**src/rtl/vid_timing.sv**
```systemverilog
// Raster timing generator with a small command/response register bus.
// Geometry registers are shadowed and promoted at enable rise and at frame end.
module vid_timing #(
  parameter int CW  = 13,
  parameter int PDW = 6
) (
  input  logic        clk,
  input  logic        reset,
  input  logic        selin,
  input  logic [2:0]  cmdin,
  input  logic [31:0] addrdatain,
  output logic [2:0]  cmdout,
  output logic [31:0] addrdataout,
  output logic        hsync,
  output logic        hblank,
  output logic        vsync,
  output logic        vblank,
  output logic        irq
);
  localparam logic [CW-1:0]  C_ONE  = 1;
  localparam logic [PDW-1:0] D_ONE  = 1;
  localparam logic [31:0]    A_CR   = 32'h00;
  localparam logic [31:0]    A_H1   = 32'h28;
  localparam logic [31:0]    A_H2   = 32'h30;
  localparam logic [31:0]    A_V1   = 32'h38;
  localparam logic [31:0]    A_V2   = 32'h40;
  localparam logic [31:0]    A_STAT = 32'h58;

  // state | meaning
  // IDLE  | waiting for a selected write or read command
  // WDATA | write data on the bus, captured into the addressed register
  // WRESP | write response driven for one cycle
  // RRESP | read data driven for one cycle
  typedef enum logic [1:0] {IDLE, WDATA, WRESP, RRESP} bus_state_e;
  bus_state_e state_q, state_d;

  logic [31:0]    addr_q, addr_d, rd_data;
  logic           wr_stb, wr_cr, wr_h1, wr_h2, wr_v1, wr_v2, wr_stat;
  logic           cr_en_q, cr_hpol_q, cr_vpol_q, cr_irq_en_q;
  logic [PDW-1:0] cr_pcnt_q, div_q, div_d;
  logic [CW-1:0]  sh_hsize_q, sh_hend_q, sh_hss_q, sh_hse_q;
  logic [CW-1:0]  sh_vsize_q, sh_vend_q, sh_vss_q, sh_vse_q;
  logic [CW-1:0]  hsize_q, hend_q, hss_q, hse_q, vsize_q, vend_q, vss_q, vse_q;
  logic [CW-1:0]  hcnt_q, hcnt_d, vcnt_q, vcnt_d;
  logic           vbf_q, vbf_d, vbf_set;
  logic           hsync_q, hblank_q, vsync_q, vblank_q;
  logic           tick, hwrap, vwrap, en_rise, load_act;

  always_comb begin
    state_d     = state_q;
    addr_d      = addr_q;
    wr_stb      = 1'b0;
    cmdout      = 3'b000;
    addrdataout = '0;
    case (state_q)
      IDLE: begin
        if (selin && cmdin == 3'b100) begin
          addr_d  = addrdatain;
          state_d = WDATA;
        end else if (selin && cmdin == 3'b010) begin
          addr_d  = addrdatain;
          state_d = RRESP;
        end
      end
      WDATA: begin
        wr_stb  = 1'b1;
        state_d = WRESP;
      end
      WRESP: begin
        cmdout  = 3'b101;
        state_d = IDLE;
      end
      RRESP: begin
        cmdout      = 3'b001;
        addrdataout = rd_data;
        state_d     = IDLE;
      end
      default: state_d = IDLE;
    endcase
  end

  assign wr_cr   = wr_stb && (addr_q == A_CR);
  assign wr_h1   = wr_stb && (addr_q == A_H1);
  assign wr_h2   = wr_stb && (addr_q == A_H2);
  assign wr_v1   = wr_stb && (addr_q == A_V1);
  assign wr_v2   = wr_stb && (addr_q == A_V2);
  assign wr_stat = wr_stb && (addr_q == A_STAT);
  assign en_rise = wr_cr && addrdatain[3] && !cr_en_q;

  always_comb begin
    rd_data = '0;
    if (addr_q == A_CR) begin
      rd_data[3]       = cr_en_q;
      rd_data[PDW+3:4] = cr_pcnt_q;
      rd_data[16]      = cr_hpol_q;
      rd_data[17]      = cr_vpol_q;
      rd_data[18]      = cr_irq_en_q;
    end
    if (addr_q == A_H1) rd_data[2*CW-1:0] = {sh_hsize_q, sh_hend_q};
    if (addr_q == A_H2) rd_data[2*CW-1:0] = {sh_hss_q, sh_hse_q};
    if (addr_q == A_V1) rd_data[2*CW-1:0] = {sh_vsize_q, sh_vend_q};
    if (addr_q == A_V2) rd_data[2*CW-1:0] = {sh_vss_q, sh_vse_q};
    if (addr_q == A_STAT) begin
      rd_data[CW+15:16] = vcnt_q;
      rd_data[0]        = vbf_q;
    end
  end

  // The divider counts down from pcnt; a tick fires on its zero terminal count.
  always_comb begin
    tick    = cr_en_q && (div_q == '0);
    hwrap   = tick && (hcnt_q >= hend_q);
    vwrap   = vcnt_q >= vend_q;
    div_d   = '0;
    hcnt_d  = hcnt_q;
    vcnt_d  = vcnt_q;
    vbf_set = 1'b0;
    if (!cr_en_q) begin
      hcnt_d = '0;
      vcnt_d = '0;
    end else begin
      div_d = tick ? cr_pcnt_q : div_q - D_ONE;
      if (hwrap) begin
        hcnt_d  = '0;
        vcnt_d  = vwrap ? '0 : vcnt_q + C_ONE;
        vbf_set = !vwrap && ((vcnt_q + C_ONE) == vsize_q);
      end else if (tick) begin
        hcnt_d = hcnt_q + C_ONE;
      end
    end
    load_act = en_rise || (hwrap && vwrap);
    vbf_d    = vbf_set || (vbf_q && !(wr_stat && addrdatain[0]));
  end

  always_ff @(posedge clk) begin
    if (!reset) begin
      state_q     <= IDLE;
      addr_q      <= '0;
      cr_en_q     <= 1'b0;
      cr_hpol_q   <= 1'b0;
      cr_vpol_q   <= 1'b0;
      cr_irq_en_q <= 1'b0;
      cr_pcnt_q   <= '0;
      sh_hsize_q  <= '0;
      sh_hend_q   <= '0;
      sh_hss_q    <= '0;
      sh_hse_q    <= '0;
      sh_vsize_q  <= '0;
      sh_vend_q   <= '0;
      sh_vss_q    <= '0;
      sh_vse_q    <= '0;
      hsize_q     <= '0;
      hend_q      <= '0;
      hss_q       <= '0;
      hse_q       <= '0;
      vsize_q     <= '0;
      vend_q      <= '0;
      vss_q       <= '0;
      vse_q       <= '0;
      div_q       <= '0;
      hcnt_q      <= '0;
      vcnt_q      <= '0;
      vbf_q       <= 1'b0;
      hsync_q     <= 1'b0;
      vsync_q     <= 1'b0;
      hblank_q    <= 1'b1;
      vblank_q    <= 1'b1;
    end else begin
      state_q <= state_d;
      addr_q  <= addr_d;
      if (wr_cr) begin
        cr_en_q     <= addrdatain[3];
        cr_pcnt_q   <= addrdatain[PDW+3:4];
        cr_hpol_q   <= addrdatain[16];
        cr_vpol_q   <= addrdatain[17];
        cr_irq_en_q <= addrdatain[18];
      end
      if (wr_h1) {sh_hsize_q, sh_hend_q} <= addrdatain[2*CW-1:0];
      if (wr_h2) {sh_hss_q, sh_hse_q}    <= addrdatain[2*CW-1:0];
      if (wr_v1) {sh_vsize_q, sh_vend_q} <= addrdatain[2*CW-1:0];
      if (wr_v2) {sh_vss_q, sh_vse_q}    <= addrdatain[2*CW-1:0];
      if (load_act) begin
        hsize_q <= sh_hsize_q;
        hend_q  <= sh_hend_q;
        hss_q   <= sh_hss_q;
        hse_q   <= sh_hse_q;
        vsize_q <= sh_vsize_q;
        vend_q  <= sh_vend_q;
        vss_q   <= sh_vss_q;
        vse_q   <= sh_vse_q;
      end
      div_q    <= div_d;
      hcnt_q   <= hcnt_d;
      vcnt_q   <= vcnt_d;
      vbf_q    <= vbf_d;
      hblank_q <= !cr_en_q || (hcnt_q >= hsize_q);
      vblank_q <= !cr_en_q || (vcnt_q >= vsize_q);
      hsync_q  <= (cr_en_q && (hcnt_q >= hss_q) && (hcnt_q < hse_q)) ^ cr_hpol_q;
      vsync_q  <= (cr_en_q && (vcnt_q >= vss_q) && (vcnt_q < vse_q)) ^ cr_vpol_q;
    end
  end

  assign hsync  = hsync_q;
  assign hblank = hblank_q;
  assign vsync  = vsync_q;
  assign vblank = vblank_q;
  assign irq    = vbf_q && cr_irq_en_q;
endmodule

```
**config.mk**
```make
export PLATFORM = sky130hd
export DESIGN_NAME = vid_timing
export DESIGN_NICKNAME = d
export VERILOG_FILES = /design/src/rtl/vid_timing.sv
export SDC_FILE = /design/constraint.sdc
export NUM_CORES = 1
export LEC_CHECK = 0
export CAP_MARGIN = 20
export CORE_MARGIN = 4
export CORE_UTILIZATION = 55
export CTS_CLUSTER_DIAMETER = 60
export DETAILED_ROUTE_END_ITERATION = 6
export GPL_ROUTABILITY_DRIVEN = 0
export PLACE_DENSITY_LB_ADDON = 0.15
export SYNTH_ARGS = -nofsm -noshare
export SYNTH_HDL_FRONTEND = slang
export SYNTH_SLANG_ARGS = --single-unit
```
**constraint.sdc**
```tcl
create_clock -name clk -period 2.45 [get_ports clk]
set_clock_uncertainty 0.05 [all_clocks]
set_input_delay 0.49 -clock clk [delete_from_list [all_inputs] [get_ports clk]]
set_output_delay 0.49 -clock clk [all_outputs]
set_load 0.05 [all_outputs]
```
# After elaboration in Yosys (flattened, before gate mapping)
# Cells that the tools add are included.
word_totals:
  ff_bits: 289
  inputBits: 38
  output_inout_bits: 40
  wordCells: 114
classes:
  n_addsub: 3
  magnitude_cmp: 8
  eq_ne: 12
  n_mux: 20
  bitwise_logic: 4
  reduce_logical: 36
ops:
  columns: ["operator", "count"]
  rows:
  - ["26-bit 2-to-1 mux", 4]
  - ["32-bit by 6-bit equality test with 1-bit output, second input constant", 3]
  - ["13-bit greater-or-equal comparator", 6]
  - ["32-bit by 7-bit equality test with 1-bit output, second input constant", 2]
  - ["32-bit 2-to-1 mux", 2]
  - ["32-bit logical NOT", 1]
  - ["29-bit 2-to-1 mux", 1]
  - ["13-bit by 1-bit adder with 13-bit output, second input constant", 2]
  - ["13-bit < comparator", 2]
  - ["13-bit 2-to-1 mux", 2]
  - ["1-bit logical AND", 21]
  - ["13-bit equality test", 1]
  - ["7-bit 2-to-1 mux", 1]
  - ["6-bit logical NOT", 1]
  - ["6-bit 2-to-1 mux", 1]
  - ["2-bit case mux with 3 select lines", 1]
  - ["3-bit case mux with 2 select lines", 1]
  - ["6-bit by 1-bit subtractor with 6-bit output, second input constant", 1]
  - ["2-bit equality test, second input constant", 2]
  - ["1-bit logical OR", 4]
  - ["1-bit 2-to-1 mux", 4]
  - ["2-bit 2-to-1 mux", 2]
  - ["2-bit AND reduction", 2]
  - ["3-bit by 2-bit equality test with 1-bit output, second input constant", 1]
  - ["11 further kinds", 15]

# Depth between registers and ports, before layout
# Gate-level depths: netlist of run 1.
depth:
  depth_word: 8
  ltp_mapped: 11
  ltp_nobuf: 8

# Least setup slack after synthesis of run 1
# No wires, ideal clock.
synth_path:
  path_type: "register to output"
  start: "reg addr_q[7]"
  end: "out addrdataout[10]"
  arrival_time_ps: 2317
  required_time_ps: 1910
  slack_ps: -407
  path_stages_with_launch: 8
  n_path_buf: 1
  path_cell_list: "dfxtp_1 > nor4_2 > nand2_1 > nor3_2 > and3b_1 > clkbuf_1 > a22oi_1 > nor2_1"
synth_between:
  elab_chain_cells: 6
  elab_cells_between_ends: 9
  cone_classes: "eq/ne (4); mux (5)"
synth_lines:
  columns: ["element", "line_no", "text"]
  rows:
  - ["start: declaration", "37", "logic [31:0] addr_q, addr_d, rd_data;"]
  - ["start signal: assignment", "170", "addr_q <= addr_d;"]
  - ["32-bit by 6-bit equality test with 1-bit output", "99", "if (addr_q == A_H1) rd_data[2*CW-1:0] = {sh_hsize_q, sh_hend_q};"]
  - ["26-bit 2-to-1 mux", "99", null]
  - ["26-bit 2-to-1 mux", "100", "if (addr_q == A_H2) rd_data[2*CW-1:0] = {sh_hss_q, sh_hse_q};"]
  - ["26-bit 2-to-1 mux", "101", "if (addr_q == A_V1) rd_data[2*CW-1:0] = {sh_vsize_q, sh_vend_q};"]
  - ["26-bit 2-to-1 mux (*)", "102", "if (addr_q == A_V2) rd_data[2*CW-1:0] = {sh_vss_q, sh_vse_q};"]
  - ["29-bit 2-to-1 mux (*)", "55", "case (state_q)"]
  - ["end: declaration", "13", "output logic [31:0] addrdataout,"]
# Every way passes the cells marked *; elsewhere a longest branch is shown, timed or not.

# Worst setup path after layout of run 1
layout_path:
  start: "reg addr_q[27]"
  end: "out addrdataout[18]"
layout_between:
  elab_chain_cells: 8
  elab_cells_between_ends: 13
  cone_classes: "eq/ne (5); mux (7); reduce/logical (1)"
layout_lines:
  columns: ["element", "line_no", "text"]
  rows:
  - ["32-bit logical NOT", "92", "if (addr_q == A_CR) begin"]
  - ["3-bit 2-to-1 mux", "92", null]
  - ["26-bit 2-to-1 mux", "99", null]
  - ["26-bit 2-to-1 mux", "100", null]
  - ["26-bit 2-to-1 mux", "101", null]
  - ["26-bit 2-to-1 mux", "102", null]
  - ["13-bit 2-to-1 mux (*)", "103", "if (addr_q == A_STAT) begin"]
  - ["29-bit 2-to-1 mux (*)", "55", null]
# Marks and branches as above.

==> run summary, run 1 <==
GRT Total Usage -> 31.0%
worst path cell trace -> nor4_2 > nand4_1 > nor3_2 > buf_6 > o221ai_4 > a311oi_2 > a21o_2 > buf_8
Max Cap Viol -> 0
Starting Density -> 56.4%
Syn Inst Count -> 1870
Initial DRC Count -> 1444
# placed instances -> 2308
post-layout minimum cycle time -> 3.02 ns
worst skew pair latency -> 0.52 ns
TritonCTS clock tree -> built
violated checks -> setup timing
largest net degree at the start of global routing -> 113
setup TNS -> -21.96 ns
Via density -> 5.94
layout cells sized above 1 -> 19.1%
RSZ-0062 raised after global routing -> true
Worst-path clk slew -> 0.06 ns
Mapped Area -> 15300 µm²
outcome -> finished with violations
#FFs+latches synth -> 289
row count -> 60
port buffer count -> 73
crit path kind -> reg -> out
synthesis-to-finish area growth -> 27.7%
number of synthesized flops with an enable pin -> 0
sequential share of the synthesized area -> 37.8%
Cell variety after synth -> 64
routed wl met2 -> 22200 µm
Worst VDD drop -> 630 µV
crit-path max FO -> 6
Fillers -> 2075
CP Buf/Inv Count -> 2
Top reg by flops -> addr_q
Max Slew Vio Count -> 0
Die Height -> 175 µm
vias -> 14250
CP Launch Type -> flip-flop
Syn Area/Cell -> 8.20 µm²
Placed Area -> 17400 µm²
Setup violations, final -> 139
Longest Clk Path Bufs -> 3
yosys warns -> 0
wire length on met3 -> 4440 µm
Final Power -> 10.7 mW
core footprint -> 27200 µm²
Post-Route M1 WL -> 19900 µm
Die X -> 175 µm
dpl hpwl -> 34200 µm
cell family with most CP delay -> simple AND/OR/NAND/NOR gates
max reg flops -> 32
Post-Place Setup Slack -> -0.140 ns
first-pass GRT wire length -> 75600 µm
Hold Crit Class -> reg -> reg
top_reg_cell synth -> dfxtp_1
H-tree depth -> 2
final non-filler cell total -> 2401
crit end category -> primary output
final design utilization -> 72.0%
slowest CP cell -> dfxtp_2
slowest stage delay, CP -> 0.32 ns
Worst Path Arrival -> 2.48 ns
Overflow after GRT -> 0
vias in the first global route -> 13606
Slew HR -> 49.1%
CP required -> 1.91 ns
Hold Fails Final Rpt -> 0
footprint of the multi-input gates -> 9310 µm²
Post-Route Hold Slack -> 0.408 ns
Total Wirelength -> 49400 µm
Routed WL per cell -> 20.6 µm
clk sinks -> 289
IO Count -> 78
TritonCTS Buffers -> 34
nets -> 2148
PD cells -> 545 nW/µm²
register area -> 5800 µm²
FMAX -> 332 MHz
Leakage Power -> 7.81 nW
DRC errors left -> 0
Highest Signal Layer -> met4
die area -> 30600 µm²
setup slack after layout -> -0.565 ns
root buf cell -> clkbuf_16
antenna violations before repair -> 1
Antenna Nets Post-Route -> 0
first drt pass iteration count -> 5
fin crit share -> 123%
worst-margin pin slew -> 0.761 ns
Async SR Flop Fraction -> 0%
post-route cell area -> 19600 µm²
==> cells by family after synthesis <==
| group | count (synthesis) | synth area share (%) |
|---|---|---|
| AOI/OAI and AO/OA | 346 | 16.1 |
| xor gates and xnor gates | 32 | 1.83 |
| and+or+nand+nor | 743 | 21.0 |
| DFF | 289 | 37.8 |
| adders and majority gates | 105 | 8.57 |
| other | 1 | 0.0245 |
| muxes | 129 | 8.61 |
| buffers and inverters | 225 | 6.03 |
==> final timing paths <==
| check | start | end | slack, ns | cells after the start |
|---|---|---|---|---|
| worst max-delay path | addr_q[27] | addrdataout[18] | -0.57 | 8 |
| worst min-delay path | vse_q[9] | vse_q[9] | 0.41 | 2 |
| worst max register to register | addr_q[27] | hss_q[10] | -0.12 | 11 |
| worst min register to register | vse_q[9] | vse_q[9] | 0.41 | 2 |
==> power breakdown <==
group	total (mW)	leakage (nW)	internal (mW)	switching [mW]
sequential	4.75	2.33	4.72	0.0251
combinational	0.655	4.91	0.268	0.387
clock	5.27	0.567	3.20	2.07
==> per-layer routing <==
metal / vias up / GRT usage, %
met3: 178 / 4.20
met1: 6743 / 41.8
li1: 6629 / -
met5: - / 0
met4: 0 / 14.2
met2: 700 / 49.6
==> synthesized netlist by cell type, drive strengths merged, types with 17 or more instances <==
cell type,n,share of area [%]
mux2,23,1.7
a21boi,149,7.3
a21o,22,1.1
clkbuf,97,2.4
dfxtp,289,38
nand2,546,13
a22oi,38,1.9
a21oi,34,1.1
and2,24,0.98
buf,23,1.1
nand4,18,0.73
nor2,44,1.1
ha,105,8.6
nand3,17,0.56
mux2i,106,6.9
inv,105,2.6
o22ai,26,1.1
==> layout make-up <==
class	count	share of cell area, %
multi-input cells	1360	47.6
flip-flops and latches	289	29.6
repair buffers	215	12.5
clock buffers	45	4.92
well taps	372	2.38
inverters	105	2.01
clock inverters	14	0.959
diodes	1	0.0128
==> cell usage in the layout (no fill, tap or decap), drive strengths merged, types with 34 or more instances in the layout <==
master         count
a21boi           149
a21oi             34
a22oi             38
buf              170
clkbuf            47
clkdlybuf4s50     41
dfxtp            289
ha               105
inv              108
mux2i            106
nand2            546
nor2              44
==> what timing repair did <==
action | in CTS | in global routing
setup buffers | 14 | 12
endpoints found under the setup margin | 141 | 248
cloned | 6 | 3
hold buffers | 0 | 0
resized for setup | 88 | 100
pin swaps | 33 | 37
==> tightest hold or removal path, cell delays in order, from the launching register on <==
cell	delay [ns]
dfxtp_1	0.31
nand2_1	0.05
mux2i_1	0.05
No activity file was read; power rests on OpenSTA's default activity.
==> run 2: changes to the inputs <==
ABC_CLOCK_PERIOD_IN_PS = 2450   (was unset)
==> results of run 2 <==
Same layout as run 1: the final DEF is identical, and so are final timing and power.
